--- src/rtl/player_move_ctrl.sv ---
`default_nettype none
// ============================================================================
// Module   : player_move_ctrl
// Brief    : Player position controller. Looks up the target tile of a
//            one-step move request, then commits the move or rejects it.
// Revision : 1.0 - initial release
// ============================================================================
module player_move_ctrl #(
    parameter int MAP_W   = 20,
    parameter int MAP_H   = 10,
    parameter int START_X = 1,
    parameter int START_Y = 1,
    parameter int STEP_W  = 10
) (
    input  logic              clk,
    input  logic              rst,
    input  logic              restart,
    input  logic              move_req,
    input  logic [1:0]        move_dir,
    input  logic [2:0]        tile_in,
    output logic [5:0]        query_x,
    output logic [5:0]        query_y,
    output logic [5:0]        player_x,
    output logic [5:0]        player_y,
    output logic [STEP_W-1:0] step_count,
    output logic              busy,
    output logic              blocked,
    output logic              stairs_hit
);

    localparam logic [1:0] c_IDLE   = 2'd0;
    localparam logic [1:0] c_LOOKUP = 2'd1;
    localparam logic [1:0] c_CHECK  = 2'd2;

    localparam logic [5:0]        c_START_X = 6'(START_X);
    localparam logic [5:0]        c_START_Y = 6'(START_Y);
    localparam logic signed [6:0] c_MAP_W   = 7'(MAP_W);
    localparam logic signed [6:0] c_MAP_H   = 7'(MAP_H);
    localparam logic [STEP_W-1:0] c_STEP_ONE = {{(STEP_W-1){1'b0}}, 1'b1};

    logic [1:0]        r_state;
    logic [5:0]        r_px, r_py, r_qx, r_qy, r_tx, r_ty;
    logic [STEP_W-1:0] r_steps;
    logic              r_busy, r_blocked, r_stairs;

    logic signed [6:0] w_dx, w_dy, w_tx, w_ty;
    logic              w_oob, w_wall, w_stairs;

    // Target is formed signed so a step off the left/top edge shows up as negative.
    always_comb begin
        w_dx = 7'sd0;
        w_dy = 7'sd0;
        case (move_dir)
            2'd0:    w_dy = -7'sd1;
            2'd1:    w_dy = 7'sd1;
            2'd2:    w_dx = -7'sd1;
            default: w_dx = 7'sd1;
        endcase
        w_tx = $signed({1'b0, r_px}) + w_dx;
        w_ty = $signed({1'b0, r_py}) + w_dy;
    end

    assign w_oob    = (w_tx < 7'sd0) || (w_tx >= c_MAP_W) ||
                      (w_ty < 7'sd0) || (w_ty >= c_MAP_H);
    assign w_wall   = tile_in[2] || (tile_in == 3'b010);
    assign w_stairs = (tile_in == 3'b011);

    always_ff @(posedge clk) begin
        if (rst || restart) begin
            r_state   <= c_IDLE;
            r_px      <= c_START_X;
            r_py      <= c_START_Y;
            r_qx      <= c_START_X;
            r_qy      <= c_START_Y;
            r_tx      <= c_START_X;
            r_ty      <= c_START_Y;
            r_steps   <= '0;
            r_busy    <= 1'b0;
            r_blocked <= 1'b0;
            r_stairs  <= 1'b0;
        end else begin
            r_blocked <= 1'b0;
            r_stairs  <= 1'b0;
            case (r_state)
                c_IDLE: begin
                    r_qx <= r_px;
                    r_qy <= r_py;
                    if (move_req) begin
                        if (w_oob) begin
                            r_blocked <= 1'b1;
                        end else begin
                            r_qx    <= w_tx[5:0];
                            r_qy    <= w_ty[5:0];
                            r_tx    <= w_tx[5:0];
                            r_ty    <= w_ty[5:0];
                            r_busy  <= 1'b1;
                            r_state <= c_LOOKUP;
                        end
                    end
                end
                // Wait cycle so a registered map read has its data ready.
                c_LOOKUP: r_state <= c_CHECK;
                c_CHECK: begin
                    if (w_wall) begin
                        r_blocked <= 1'b1;
                        r_qx      <= r_px;
                        r_qy      <= r_py;
                    end else begin
                        r_px     <= r_tx;
                        r_py     <= r_ty;
                        r_qx     <= r_tx;
                        r_qy     <= r_ty;
                        r_stairs <= w_stairs;
                        if (r_steps != '1)
                            r_steps <= r_steps + c_STEP_ONE;
                    end
                    r_busy  <= 1'b0;
                    r_state <= c_IDLE;
                end
                default: begin
                    r_busy  <= 1'b0;
                    r_state <= c_IDLE;
                end
            endcase
        end
    end

    assign query_x    = r_qx;
    assign query_y    = r_qy;
    assign player_x   = r_px;
    assign player_y   = r_py;
    assign step_count = r_steps;
    assign busy       = r_busy;
    assign blocked    = r_blocked;
    assign stairs_hit = r_stairs;

endmodule
`default_nettype wire

--- config.mk ---
export PLATFORM = sky130hd
export DESIGN_NAME = player_move_ctrl
export DESIGN_NICKNAME = d
export VERILOG_FILES = /design/src/rtl/player_move_ctrl.sv
export SDC_FILE = /design/constraint.sdc
export NUM_CORES = 1
export LEC_CHECK = 0
export CORE_MARGIN = 4
export CORE_UTILIZATION = 30
export DETAILED_ROUTE_END_ITERATION = 10
export PLACE_DENSITY = 0.59
export SLEW_MARGIN = 10
export SYNTH_ARGS = -nofsm -noshare
export SYNTH_HDL_FRONTEND = slang
export SYNTH_SLANG_ARGS = --single-unit
--- constraint.sdc ---
create_clock -name clk -period 9.2 [get_ports clk]
set_input_delay 1.84 -clock clk [delete_from_list [all_inputs] [get_ports clk]]
set_output_delay 1.84 -clock clk [all_outputs]
set_load 0.02 [all_outputs]
==> results by group <==
Detailed routing
  – Detail Route Antenna Nets: 0
  – Detailed-route DRC error count: 0
  – Initial DRC count: 172
  – Wire per inst: 15.8 um
  – DRT Pass-1 Iters: 5
  – Via count: 2796
  – Total Wirelength: 8460 um
  – Post-DR vias/cell: 5.23

CTS
  – Clk pin slew, worst setup/hold paths: 0.09 ns
  – Root buffer cell: clkbuf_8
  – TritonCTS clock tree: done
  – CTS Hold Bufs: 0
  – H-tree depth: 2
  – Clk_lat worst skew: 0.29 ns
  – Setup Fix Bufs, Post-CTS: 0
  – Clk buf depth: 2
  – CTS buffer count: 5
  – PostCTS Resize Cnt: 0
  – CTS sink count: 51

GRT
  – Initial antenna violation count: 0
  – Largest net degree at the start of global routing: 36
  – First-pass GRT wire length: 13800 um
  – Grt ovf: 0
  – GRT Total Usage: 14.9%
  – Vias in the first global route: 2625

Timing
  – Final worst-path cycle share: 61.5%
  – Fin. max-slew vios: 0
  – Tmin final: 5.66 ns
  – Final hold viol count: 0
  – Tightest Pin Transition: 1.05 ns
  – Slew headroom: 29.6%
  – TNS Setup: 0 ns
  – Clock Skews: 0.00567 ns
  – RSZ-0062 raised after global routing: false
  – Setup violations, final: 0
  – Fmax: 177 MHz

Cells and area
  – Share of layout cells above drive strength 1: 5.42%
  – NumNets Final: 424
  – Post-route cell area: 0.00360 mm^2
  – N_diodes: 0
  – Layout area overhead: 22.1%

Placed design
  – Routability Congestion: 0.857
  – Post-DP Area: 0.00350 mm^2
  – Placed wire-length estimate: 5990 um
  – Number of port buffers: 45

Setup path
  – Cells along the critical path: clkdlybuf4s50_1, or2_2, inv_1, ha_1, or3b_1, a221oi_2, o221ai_1, or4_4, a2111oi_4, nand2_4, and3_1
  – CP max-delay cell: a2111oi_4
  – R2R setup slack: 5.62 ns
  – Critical path type: primary input to flip-flop
  – Buf/Inv on CP: 2
  – Worst path required time: 9.40 ns
  – Worst Setup End Kind: flip-flop
  – Max Fanout on Critical Path: 14
  – Critical path startpoint category: primary input
  – CP Data Arrival Time: 5.86 ns
  – Slowest stage delay, CP: 0.70 ns
  – Top delay family on crit path: simple AND/OR/NAND/NOR gates

Synth
  – Top_reg_cell synth: dfxtp_1
  – Synth cell count leaders: nand2_1, dfxtp_1, nor2_1
  – Most frequent cell after synthesis: nand2_1
  – Number of enable flip-flop cells after synthesis: 0
  – Syn_nets: 389
  – Syn avg cell area: 7.97 um^2
  – Top cell type's share of synthesized area: 34.6%
  – Ys Warns: 0
  – Post-Synthesis Cells: 370
  – Dominant cell type by area after synthesis: dfxtp_1
  – Post-synthesis sequential area ratio: 34.6%
  – Ys async rst share: 0%
  – Yosys cell types: 52
  – #FFs+latches synth: 51
  – Top post-synthesis cells by area: dfxtp_1, mux2i_1, nand2_1
  – Mapped Area: 0.00295 mm^2

Die
  – Site Rows: 35
  – Initial Util: 31.3%
  – DIE AREA: 0.0115 mm^2
  – Die X: 107 um
  – I/O Pins: 46
  – Core Footprint: 0.00942 mm^2
  – Chip Height: 107 um

Power and ir drop
  – Leakage: 0.00128 uW
  – Peak VDD IR: 0.0000579 V
  – Pwr Density: 115 mW/mm^2

Outcome
  – Outcome: finished, final reports clean

Flow run
  – Max-cap violations: 0

Worst hold path
  – Min-Delay Path Class: flip-flop to flip-flop
state kept, by name (all words and copies together), names as in the netlist:
name / count
query_y: 6
busy: 1
r_state: 2
step_count: 10
r_tx: 6
query_x: 6
stairs_hit: 1
r_ty: 6
player_x: 6
blocked: 1
player_y: 6
cell families (layout without fill, tap and decap cells):
logic type / count (synthesis) / count (layout) / synth area share [%]
adders and majority gates: 10 / 10 / 4.50
DFF: 51 / 51 / 34.6
AOI/OAI and AO/OA: 91 / 91 / 20.1
xor gates and xnor gates: 13 / 13 / 3.86
and+or+nand+nor: 151 / 151 / 24.6
muxes: 24 / 24 / 8.18
buffers and inverters: 30 / 66 / 4.16
routing by layer:
layer	track usage, %	up-vias	part of all wire (%)
met4	3.47	0	2.0
met2	23.0	86	44
met1	20.9	1309	48
met5	0	-	0
li1	-	1389	-
met3	3.67	12	6.1
final cells by class:
type,instances,area [um^2]
clock buffers,8,100
fillers,965,5810
inverters,9,33.8
multi-input cells,289,1810
flip-flops and latches,51,1020
well taps,129,161
repair buffers,49,480
per-stage QoR:
stage	total power (uW)	hold WS, ns	setup WS [ns]	utilization [%]	instances
3_3_place_gp	277	0.456	3.38	37.2	527
2_1_floorplan	262	0.441	4.33	-	370
5_1_grt	433	0.500	3.30	38.3	535
6_report	415	0.475	3.54	38.3	535
3_5_place_dp	278	0.468	3.25	37.2	527
4_1_cts	417	0.480	3.55	38.3	535
placed cells by master (no fill, tap or decap), types with 6 or more instances in the layout:
master	synthesis	final
nand2_1	60	60
inv_1	8	8
mux2i_1	23	23
ha_1	9	9
and3_1	6	6
clkdlybuf4s50_1	0	45
clkbuf_8	0	7
a21oi_1	26	26
o21ai_0	23	23
nor3_1	9	9
o21a_1	6	6
nand3_1	10	10
xnor2_1	8	8
dfxtp_1	51	51
nor2_1	34	34
worst min-delay path: cells and delay by family (launching register included):
family | cells | cell delay, ns
simple gates | 1 | 0.05
flops | 1 | 0.33
compound gates | 1 | 0.05
worst paths after layout:
| kind | startpoint | endpoint | cells after the start |
|---|---|---|---|
| setup / recovery | move_dir[1] | r_tx[5] | 11 |
| hold / removal | r_ty[5] | player_y[5] | 2 |
| setup reg to reg | player_y[0] | r_tx[5] | 9 |
| hold reg to reg | r_ty[5] | player_y[5] | 2 |
report_power, final:
part / internal [uW] / switching, uW
clock network: 68.9 / 73.9
logic: 19.6 / 30.0
registers: 222 / 1.21
No activity file was read; power rests on OpenSTA's default activity.
